[config.mk]
export PLATFORM = sky130hd
export DESIGN_NAME = i2s_tx_serializer
export DESIGN_NICKNAME = d
export VERILOG_FILES = /design/src/rtl/i2s_pkg.sv /design/src/rtl/i2s_sck_gen.sv /design/src/rtl/i2s_tx_serializer.sv
export SDC_FILE = /design/constraint.sdc
export NUM_CORES = 1
export LEC_CHECK = 0
export CORE_UTILIZATION = 57
export DETAILED_ROUTE_END_ITERATION = 16
export PLACE_DENSITY = 0.85
export SLEW_MARGIN = 30
export SYNTH_ARGS = -nofsm -noshare
export SYNTH_HDL_FRONTEND = slang
export SYNTH_SLANG_ARGS = --single-unit
[constraint.sdc]
create_clock -name clk -period 5.9 [get_ports clk]
set_clock_uncertainty 0.2 [all_clocks]
set_input_delay 1.18 -clock clk [delete_from_list [all_inputs] [get_ports clk]]
set_output_delay 1.18 -clock clk [all_outputs]
set_load 0.005 [all_outputs]
[src/rtl/i2s_pkg.sv]
// Shared I2S definitions: controller state, default sample width,
// word-select polarity and the frame-length helper.
package i2s_pkg;

  typedef enum logic {
    IDLE = 1'b0,
    RUN  = 1'b1
  } i2s_state_e;

  localparam int SAMPLE_W_DEF = 16;

  // Word select level that marks the left channel.
  localparam logic WS_LEFT = 1'b0;

  // Number of SCK periods in one stereo frame.
  function automatic int frame_len(input int sample_w);
    return 2 * sample_w;
  endfunction

endpackage

[src/rtl/i2s_sck_gen.sv]
// I2S serial clock generator. While run is high, div_cnt counts 0..div and
// SCK toggles at each terminal count, giving a period of 2*(div+1) clocks.
// fall_strobe marks the clk edge on which SCK goes 1->0. Outside run the
// generator sits at div_cnt=0, sck=0 so a new run always starts with a
// full low half-period.
module i2s_sck_gen #(
  parameter int DIV_W = 8
) (
  input  logic             clk,
  input  logic             rst,
  input  logic             run,
  input  logic [DIV_W-1:0] div,
  output logic             sck,
  output logic             fall_strobe
);

  logic [DIV_W-1:0] div_cnt;
  logic             term;

  assign term        = (div_cnt == div);
  assign fall_strobe = run & term & sck;

  // Half-period counter and SCK toggle.
  always_ff @(posedge clk or posedge rst) begin
    if (rst) begin
      div_cnt <= '0;
      sck     <= 1'b0;
    end else if (!run) begin
      div_cnt <= '0;
      sck     <= 1'b0;
    end else if (term) begin
      div_cnt <= '0;
      sck     <= ~sck;
    end else begin
      div_cnt <= div_cnt + DIV_W'(1);
    end
  end

endmodule

[src/rtl/i2s_tx_serializer.sv]
// Philips I2S master transmitter. Pops one stereo word per frame from the TX
// FIFO and shifts it out MSB-first, left channel first, with WS leading the
// data by one SCK. All serial outputs change only on falling SCK edges.
// Optional build macro I2S_TX_UNDERRUN_REPEAT_EN: on underrun, replay the
// last fetched word instead of zeros.
module i2s_tx_serializer
  import i2s_pkg::*;
#(
  parameter int SAMPLE_W = SAMPLE_W_DEF,
  parameter int DIV_W    = 8
) (
  input  logic                  clk,
  input  logic                  rst,
  input  logic                  tx_enable,
  input  logic [DIV_W-1:0]      clk_div,
  input  logic [2*SAMPLE_W-1:0] data_in,
  input  logic                  data_in_valid,
  output logic                  data_in_ack,
  output logic                  i2s_sck,
  output logic                  i2s_ws,
  output logic                  i2s_sd,
  output logic                  underrun,
  output logic                  busy
);

  localparam int FRAME = frame_len(SAMPLE_W);
  localparam int BC_W  = $clog2(FRAME);
  localparam logic [BC_W-1:0] BC_R_LSB = BC_W'(FRAME - 1);
  localparam logic [BC_W-1:0] BC_L_LSB = BC_W'(SAMPLE_W - 1);

  i2s_state_e       state;
  logic [DIV_W-1:0] div_reg;
  logic [BC_W-1:0]  bit_cnt;
  logic [BC_W-1:0]  bit_nxt;
  logic [FRAME-1:0] shreg;
  logic [FRAME-1:0] fill_word;
  logic             pre_slot;
  logic             fall;

`ifdef I2S_TX_UNDERRUN_REPEAT_EN
  logic [FRAME-1:0] last_word;
  assign fill_word = last_word;
`else
  assign fill_word = '0;
`endif

  assign busy    = (state == RUN);
  assign bit_nxt = (bit_cnt == BC_R_LSB) ? '0 : bit_cnt + BC_W'(1);

  i2s_sck_gen #(
    .DIV_W (DIV_W)
  ) u_sck_gen (
    .clk         (clk),
    .rst         (rst),
    .run         (busy),
    .div         (div_reg),
    .sck         (i2s_sck),
    .fall_strobe (fall)
  );

  // Frame controller: start/stop, FIFO fetch and MSB-first shifting on SCK falls.
  always_ff @(posedge clk or posedge rst) begin
    if (rst) begin
      state       <= IDLE;
      div_reg     <= '0;
      bit_cnt     <= BC_R_LSB;
      shreg       <= '0;
      pre_slot    <= 1'b0;
      i2s_ws      <= ~WS_LEFT;
      i2s_sd      <= 1'b0;
      data_in_ack <= 1'b0;
      underrun    <= 1'b0;
`ifdef I2S_TX_UNDERRUN_REPEAT_EN
      last_word   <= '0;
`endif
    end else begin
      data_in_ack <= 1'b0;
      underrun    <= 1'b0;
      if (state == IDLE) begin
        if (tx_enable) begin
          div_reg  <= clk_div;
          pre_slot <= 1'b1;
          state    <= RUN;
        end
      end else if (fall) begin
        if (pre_slot) begin
          // First fall after enable stands in for the previous right LSB.
          pre_slot <= 1'b0;
          i2s_ws   <= WS_LEFT;
          i2s_sd   <= 1'b0;
        end else if (bit_nxt == '0) begin
          if (tx_enable) begin
            bit_cnt <= bit_nxt;
            if (data_in_valid) begin
              data_in_ack <= 1'b1;
              i2s_sd      <= data_in[FRAME-1];
              shreg       <= {data_in[FRAME-2:0], 1'b0};
`ifdef I2S_TX_UNDERRUN_REPEAT_EN
              last_word   <= data_in;
`endif
            end else begin
              underrun <= 1'b1;
              i2s_sd   <= fill_word[FRAME-1];
              shreg    <= {fill_word[FRAME-2:0], 1'b0};
            end
          end else begin
            state   <= IDLE;
            bit_cnt <= BC_R_LSB;
            shreg   <= '0;
            i2s_ws  <= ~WS_LEFT;
            i2s_sd  <= 1'b0;
          end
        end else begin
          bit_cnt <= bit_nxt;
          i2s_sd  <= shreg[FRAME-1];
          shreg   <= {shreg[FRAME-2:0], 1'b0};
          if (bit_nxt == BC_R_LSB) begin
            i2s_ws <= WS_LEFT;
          end else if (bit_nxt == BC_L_LSB) begin
            i2s_ws <= ~WS_LEFT;
          end
        end
      end
    end
  end

endmodule

==> results of run 1 <==
-- through the flow --
stage | cell area, um^2 | std cells | util | power, mW | setup WS [ns]
after floorplan | 3020 | 296 | - | 0.629 | 3.07
after global placement | 3510 | 396 | 0.688 | 0.696 | 2.60
after detailed placement | 3520 | 396 | 0.689 | 0.711 | 2.55
after CTS | 3760 | 412 | 0.736 | 1.16 | 2.92
after global routing | 3750 | 412 | 0.735 | 1.21 | 2.79
final | 3750 | 412 | 0.735 | 1.15 | 2.91
-- cell type report --
class / instances / area share
clock buffers: 11 / 0.0377
clock inverters: 5 / 0.0267
inverters: 3 / 0.00300
multi-input cells: 213 / 0.381
flip-flops and latches: 59 / 0.395
well taps: 70 / 0.0233
repair buffers: 51 / 0.133
-- worst paths after layout --
check | from | end | slack, ns | cells past startpoint
max in group asynchronous | rst | shreg[5] | 3.87 | 3
min reg2reg | i2s_sd | i2s_sd | 0.31 | 2
min in group asynchronous | rst | shreg[15] | 1.16 | 3
max reg2reg | bit_cnt[0] | shreg[19] | 3.06 | 8
max | tx_enable | div_reg[7] | 2.91 | 4
min | i2s_sd | i2s_sd | 0.31 | 2
-- cell usage after synthesis, types with 2 or more instances --
library cell / number
dfrtp_1: 53
nor2_1: 43
and3_1: 35
a21oi_1: 34
mux2i_1: 31
xor2_1: 13
clkbuf_1: 10
mux2_2: 10
buf_2: 9
nand3_1: 8
dfstp_2: 6
nand2_1: 5
nor4_1: 4
ha_1: 3
inv_1: 3
nor2b_1: 3
xnor2_1: 3
a21o_1: 2
and2_1: 2
buf_6: 2
o21a_1: 2
o21ai_0: 2
o221ai_1: 2
or2_1: 2
-- power groups by stage --
stage	logic [mW]	registers (mW)	clock network, mW
after detailed placement	0.192	0.520	0
after global routing	0.220	0.520	0.471
after floorplan	0.125	0.504	0
after global placement	0.181	0.516	0
after CTS	0.195	0.514	0.454
final	0.192	0.515	0.448
-- logic make-up (layout without fill, tap and decap cells) --
kind of cell,after synthesis,count (layout),synth area share
AND/OR/NAND/NOR,106,106,0.180
flip-flops,59,59,0.491
AO/OA/AOI/OAI,46,46,0.0869
multiplexers,42,42,0.145
buffers and inverters,24,70,0.0385
XOR/XNOR,16,16,0.0463
adder cells (fa/ha/maj),3,3,0.0124
-- layer usage --
layer	part of all wire	routed length (um)
met3	0.048	291
met5	0	0
met4	0.012	74
met2	0.51	3120
met1	0.42	2570
-- tightest hold or removal path, delay by kind of cell (launching register included) --
| kind | cells | cell delay, ns |
|---|---|---|
| flip-flops | 1 | 0.36 |
| AND/OR/NAND/NOR | 1 | 0.05 |
| AO/OA/AOI/OAI | 1 | 0.06 |
==> out/qor.txt, run 1 <==
Mapped cell area - 3020 um^2
Critical path, cell by cell - clkdlybuf4s50_1 -> buf_4 -> nor2b_1 -> mux2_2
GR peak layer - met2
WL/cell - 14.7 um
# resized after CTS - 0
Hold-fix buffers, CTS - 0
WP buf/inv - 2
Routed wire length - 6.05 mm
Post-DRT Antenna Nets - 0
DR iter-0 viols - 172
Clock Pin Slew Worst Setup and Hold Paths - 0.06 ns
Vias in the first global route - 2232
Run status - complete, no violations
Sequential share of power - 0.446
TNS Setup - 0 ns
Vias - 2285
Crit path time final - 2.99 ns
Hold_ws - 0.308 ns
Synth Warn # - 0
Register area share after synthesis - 0.491
# rows - 26
Hpwl dp - 3.79 mm
Initial antenna violation count - 0
Storage element area - 1480 um^2
Syn-to-layout area delta - 24.2%
Clock buffer count from CTS - 9
Synth unique cells - 33
Most common cell after layout, fill and taps aside - dfrtp_1
EDFF count, synth - 0
Clock Root Buffer - clkbuf_8
Internal power - 0.854 mW
Top post-synthesis cells by area - dfrtp_1 (44%), mux2i_1 (10%), and3_1 (7.2%)
NetSw - 0.301 mW
Post-CTS setup buffer count - 0
CP max-delay cell - nor2b_1
First-pass GRT wire length - 9.97 mm
Max Clock Freq - 0.335 GHz
Syn avg cell area - 10.2 um^2
Asr flop ratio synth - 1.00
Synthesized Nets - 343
Arr. time, crit path - 3.01 ns
Worst-skew pair later-pin latency - 0.34 ns
Ports - 50
Peak VDD IR - 0.000240 V
Cell accounting for the most synthesized area - dfrtp_1
Comb pwr share - 0.166
Fillers - 390
Clock net sink count - 59
CP top delay family - buffers and inverters
Htree depth - 3
Synth Register Bits - 59
Worst slew pin tran - 0.745 ns
Clk buf depth - 2
WS Path Type - in -> reg
Pleak - 1.84 nW
Tcrit/Tclk final - 0.506
Residual DRC - 0
Remaining Overflow, GRT - 0
CTS tree - built
Tot GR Track Use - 0.242
Overall die height - 74.8 um
Crit. End Element - register
Startpoint type of the worst setup path - primary input
Max FFs per register - 31
Max-slew headroom - 0.503
Core region area - 5110 um^2
Layout cell share with drive strength beyond 1 - 0.114
Top FF cell, synth - dfrtp_1
N_diodes - 0
Area of the multi-input gates - 1430 um^2
RSZ-0062 raised after global routing - no
Met3 global-route usage - 0.0763
Met2 Track Usage GR - 0.418
Number of vias per cell - 5.55
Largest net degree at the start of global routing - 70
Crit Path Max Fanout - 42
IO buf count - 49
Clock share of power - 0.388
Sw Share - 0.261
Worst path required time - 5.92 ns
DRT Pass-1 Iters - 6
Final Hold Fails - 0
Gate Count Post-Synth - 296
PD cells - 308 nW/um^2
Share of the synthesized area in the top cell type - 0.439
GPL Wtd Cong - 0.790
Max Slew Vio Count - 0
Die Area - 5600 um^2
Final setup vio count - 0
Leading cell types in the layout, fill and taps excluded - dfrtp_1 (53), clkdlybuf4s50_1 (48), nor2_1 (43), and3_1 (35), a21oi_1 (34)
Die W - 74.8 um
Max-cap viol count - 0
Nets@finish - 384
Initial core utilization - 0.592
Met1 Use GR - 0.285
CP peak stage delay - 0.63 ns
Hold Crit Class - reg -> reg
Note: power is estimated with default switching activity, not from simulation.
==> run 2: changes to the inputs <==
CORE_UTILIZATION = 48   (was 57)
PLACE_DENSITY = 0.76   (was 0.85)
clock period = 2.46 ns   (was 5.9 ns; I/O delays follow)
==> run 2 against run 1 <==
The run now ends with setup timing left. Routed wire length is 12% higher. Worst hold slack better by 0.011 ns. Worst setup slack worse by 2.9 ns. Critical path depth is 5 higher. Design area is 7.3% higher. Register-to-register slack worse by 3.1 ns. Count of clock-buffer cells in the layout is 1 lower. Critical endpoint is now shreg[22]. Non-clock buffer count is 17 higher. Sequential share of layout area is 2.7 points lower. Core utilization is 6.3 points lower. Total power is 120% higher. Combinational power grew to 2.7 times the previous value. Critical path type is now reg -> reg.
==> out/qor.txt, run 2 (synthesized netlist as in run 1, its figures left out) <==
Non-Filler Instances - 434
Peak VDD IR - 0.000397 V
GPL Wtd Cong - 0.815
Max Slew Vio Count - 0
Most common cell after layout, fill and taps aside - dfrtp_1
Hold_ws - 0.318 ns
Overall die height - 81.4 um
CP startpoint - bit_cnt[1]
CP peak stage delay - 0.56 ns
Vias in the first global route - 2320
Layout cell share with drive strength beyond 1 - 0.184
Tcrit/Tclk final - 1.00
Reg-to-reg endpoint - shreg[22]
Worst slew pin tran - 0.485 ns
Tot GR Track Use - 0.227
CP max-delay cell - dfstp_2
NetSw - 0.778 mW
DR iter-0 viols - 120
Nets@finish - 401
Number of vias per cell - 5.53
Sequential share of power - 0.486
Crit Path Max Fanout - 7
Die W - 81.4 um
TNS Setup - -0.0143 ns
Comb pwr share - 0.206
WL met3 - 325 um
First-pass GRT wire length - 11.0 mm
Setup ws final - -0.0111 ns
Largest net degree at the start of global routing - 60
Clock Pin Slew Worst Setup and Hold Paths - 0.07 ns
Ports - 50
DR top layer - met4
Clock buffer count from CTS - 9
R2R cell count - 9
Die Area - 6620 um^2
DP Cell Count - 412
Met1 wire length - 3.10 mm
Clock share of power - 0.308
R2R setup slack - -0.01 ns
Initial core utilization - 0.505
N_diodes - 0
Remaining Overflow, GRT - 0
Leading cell types in the layout, fill and taps excluded - dfrtp_1 (53), clkdlybuf4s50_1 (49), nor2_1 (42), and3_1 (34), a21oi_1 (33)
Worst path required time - 2.49 ns
Post-DRT Antenna Nets - 0
Final Hold Fails - 0
Internal power - 1.75 mW
Met2 WL - 3.28 mm
Syn-to-layout area delta - 33.2%
Startpoint type of the worst setup path - register
Initial antenna violation count - 0
Vias - 2399
Worst path depth - 9
R2R Path Start - bit_cnt[1]
PD cells - 628 nW/um^2
Clk buf depth - 2
Final setup vio count - 2
Residual DRC - 0
Crit. End Element - register
Routed wire length - 6.80 mm
Pleak - 1.94 nW
Hold-fix buffers, CTS - 0
CP most frequent cell - ha_4
RSZ-0062 raised after global routing - yes
DRT Pass-1 Iters - 4
Crit path to - shreg[22]
WL/cell - 15.7 um
# rows - 28
Max Clock Freq - 0.405 GHz
Clock net sink count - 59
IO buf count - 49
Htree depth - 3
Fillers - 472
Hpwl dp - 4.27 mm
WS Path Type - reg -> reg
Arr. time, crit path - 2.50 ns
Hold Crit Class - in -> async
CP top delay family - simple AND/OR/NAND/NOR gates
WP buf/inv - 1
Worst-skew pair later-pin latency - 0.35 ns
Max-cap viol count - 0
Clock Root Buffer - clkbuf_8
Critical path, cell by cell - ha_4 -> and3_4 -> ha_4 -> nor3b_4 -> a21oi_2 -> or2_4 -> buf_12 -> mux2i_2 -> a21oi_1
Max-slew headroom - 0.673
Failing checks - setup timing
Run status - complete, but fails checks
Max FFs per register - 31
Sw Share - 0.308
Crit path time final - 2.47 ns
CTS tree - built
Core region area - 5990 um^2
-- run 2: layout make-up --
class | instances | area (um^2) | area share
multi-input cells | 213 | 1530 | 0.380
flip-flops and latches | 59 | 1480 | 0.368
repair buffers | 68 | 738 | 0.183
clock buffers | 10 | 128 | 0.0317
well taps | 75 | 93.8 | 0.0233
clock inverters | 6 | 42.5 | 0.0106
inverters | 3 | 11.3 | 0.00280
-- run 2: worst reg2reg max path, cell delays in order (launching register included) --
cell and delay [ns]:
dfstp_2 0.56, ha_4 0.15, and3_4 0.18, ha_4 0.22, nor3b_4 0.19, a21oi_2 0.09
or2_4 0.32, buf_12 0.17, mux2i_2 0.19, a21oi_1 0.09
-- run 2: worst min path at each step --
stage	depth (start not counted)	to	startpoint	slack, ns
3_5_place_dp	1	shreg[1]	shreg[1]	0.30
6_report	3	div_reg[7]	rst	0.32
4_1_cts	1	bit_cnt[2]	bit_cnt[2]	0.32
5_1_grt	1	shreg[1]	shreg[1]	0.33
2_1_floorplan	1	shreg[1]	shreg[1]	0.25
3_3_place_gp	1	shreg[1]	shreg[1]	0.30
-- run 2: per-layer routing --
metal / GRT usage / vias to the layer above
li1: - / 1156
met1: 0.316 / 1169
met2: 0.337 / 67
met3: 0.0584 / 7
met4: 0.0857 / 0
met5: 0 / -
-- run 2: power by group through the flow --
stage	registers, mW	clock network, mW	logic (mW)
floorplan	1.21	0	0.313
global placement	1.24	0	0.477
detailed placement	1.24	0	0.494
CTS	1.23	0.796	0.517
global route	1.25	0.833	0.581
finish	1.23	0.781	0.521
-- run 2: timing repair --
| item | CTS | global route |
|---|---|---|
| endpoints found under the hold margin | 0 | 0 |
| pin swaps | 1 | 16 |
| buffers inserted | 1 | 2 |
| endpoints found under the setup margin | 40 | 31 |
| gates cloned | 1 | 2 |
| gates resized for setup | 6 | 11 |
-- run 2: metrics by stage --
stage	worst slack [ns]	utilization	area [um^2]	total power [mW]
after detailed placement	-0.0962	0.614	3680	1.74
final	-0.0111	0.672	4030	2.53
after CTS	0.0173	0.652	3910	2.54
after global placement	0.0149	0.614	3680	1.71
after floorplan	-0.0165	-	3070	1.53
after global routing	-0.107	0.672	4030	2.66
==> run 3: changes to the inputs <==
GPL_TIMING_DRIVEN = 0   (was not set)
==> run 3 against run 2 <==
The flow still finishes with violations (setup timing). Via count is 1.3% higher. Count of clock-buffer cells in the layout is the same. Design area grew 1.3%. Clock power rose by 28%. Fmax decreased by 0.69%. Critical path depth is 1 higher. Combinational power grew 6.7%. Register-to-register slack got worse by 0.02 ns. Routed wire length grew 1.4%. Worst hold slack worse by 0.029 ns. Total power up 9.8%. Sequential share of layout area decreased by 0.46 points. Largest power group unchanged.
==> out/qor.txt, run 3 (synthesized netlist as in run 1, its figures left out) <==
Routed wire length - 6.89 mm
Run status - complete, but fails checks
Pre-CTS setup slack - -0.183 ns
Setup ws final - -0.0283 ns
N_diodes - 0
Post-DRT Antenna Nets - 0
Syn-to-layout area delta - 34.9%
Number of vias per cell - 5.45
Ports - 50
Failing checks - setup timing
Hold Crit Class - in -> async
WL/cell - 15.4 um
Largest net degree at the start of global routing - 33
Initial antenna violation count - 0
Hold_ws - 0.289 ns
Critical path, cell by cell - ha_4 -> and3_4 -> ha_4 -> nor2b_2 -> mux2_4 -> or2_4 -> buf_8 -> clkbuf_16 -> o221ai_2 -> o21a_1
Max-slew headroom - 0.623
Crit path time final - 2.49 ns
Remaining Overflow, GRT - 0
Worst slew pin tran - 0.565 ns
Peak VDD IR - 0.000582 V
Die W - 81.4 um
Fillers - 437
Design Power - 2.78 mW
Core region area - 5990 um^2
Nets@finish - 413
CP startpoint - bit_cnt[0]
DR iter-0 viols - 86
CP most frequent cell - ha_4
First-pass GRT wire length - 11.3 mm
R2R cell count - 10
Clock Root Buffer - clkbuf_8
Core Util, Final - 0.681
CP peak stage delay - 0.57 ns
Layout cell share with drive strength beyond 1 - 0.189
Clock buffer count from CTS - 9
Die Area - 6620 um^2
Sequential share of power - 0.441
Leading cell types in the layout, fill and taps excluded - dfrtp_1 (53), clkdlybuf4s50_1 (49), nor2_1 (41), and3_1 (34), a21oi_1 (33)
Hold-fix buffers, CTS - 0
Worst-skew pair later-pin latency - 0.34 ns
GPL Wtd Cong - 0.846
Max FFs per register - 31
Overall die height - 81.4 um
Tot GR Track Use - 0.227
Arr. time, crit path - 2.57 ns
Max-cap viol count - 0
Clock net sink count - 59
R2R setup slack - -0.03 ns
Tcrit/Tclk final - 1.01
Vias in the first global route - 2438
Htree depth - 3
Clk buf depth - 2
Final Hold Fails - 0
CP max-delay cell - dfstp_2
NetSw - 0.782 mW
Comb pwr share - 0.200
Final setup vio count - 8
IO buf count - 49
R2R Path Start - bit_cnt[0]
Crit. End Element - register
Sw Share - 0.281
Initial core utilization - 0.505
# rows - 28
Max Slew Vio Count - 0
DRT Pass-1 Iters - 4
Pleak - 1.98 nW
Residual DRC - 0
Crit Path Max Fanout - 6
Internal power - 2.00 mW
WS Path Type - reg -> reg
PD cells - 681 nW/um^2
Max Clock Freq - 0.402 GHz
Clock share of power - 0.359
Startpoint type of the worst setup path - register
Vias - 2430
RSZ-0062 raised after global routing - yes
Crit path to - bit_cnt[1]
Clock Pin Slew Worst Setup and Hold Paths - 0.07 ns
Worst path required time - 2.54 ns
Most common cell after layout, fill and taps aside - dfrtp_1
Reg-to-reg endpoint - bit_cnt[1]
CTS tree - built
Hpwl dp - 4.59 mm
[run 3: layer usage]
metal,wire (um),GRT usage,vias up
met5,0,0,-
met3,240,0.0494,10
met4,101,0.0839,0
met1,3260,0.299,1183
li1,-,-,1179
met2,3280,0.363,58
[run 3: cell type report]
type | instances | area, um^2 | area share
multi-input cells | 213 | 1510 | 0.370
flip-flops and latches | 59 | 1480 | 0.364
repair buffers | 60 | 628 | 0.154
clock buffers | 10 | 138 | 0.0337
plain buffers | 20 | 124 | 0.0304
well taps | 75 | 93.8 | 0.0230
clock inverters | 6 | 88.8 | 0.0218
inverters | 3 | 13.8 | 0.00337
[run 3: how the worst min path moves through the flow]
stage	endpoint	slack, ns	cells after the start
5_1_grt	shreg[19]	0.33	2
4_1_cts	shreg[31]	0.30	2
3_5_place_dp	i2s_sd	0.28	2
2_1_floorplan	shreg[1]	0.25	1
3_3_place_gp	i2s_sd	0.28	2
6_report	shreg[19]	0.29	2
[run 3: repair_timing]
item	CTS	global route
gates cloned	1	1
buffers inserted	5	3
gates resized for setup	3	14
pin swaps	5	9
endpoints found under the setup margin	39	40
[run 3: critical path: cells and delay by family (launching register included)]
family,cells,cell delay [ns]
AOI/OAI and AO/OA,2,0.29
DFF,1,0.57
adders and majority gates,2,0.32
and+or+nand+nor,3,0.50
muxes,1,0.26
buffers and inverters,2,0.29
[run 3: power by group through the flow]
stage / Sequential (mW) / Combinational [mW] / Clock, mW
finish: 1.22 / 0.556 / 0.998
floorplan: 1.21 / 0.313 / 0
detailed placement: 1.24 / 0.480 / 0
CTS: 1.22 / 0.505 / 1.01
global route: 1.24 / 0.620 / 1.06
global placement: 1.24 / 0.455 / 0
[run 3: stage by stage]
step	area [um^2]	setup TNS, ns	instances
after floorplan	3070	-0.0165	296
after global placement	3650	-43.23	420
after detailed placement	3680	-3.87	421
after CTS	3980	0	442
after global routing	4080	-1.57	446
final	4080	-0.116	446
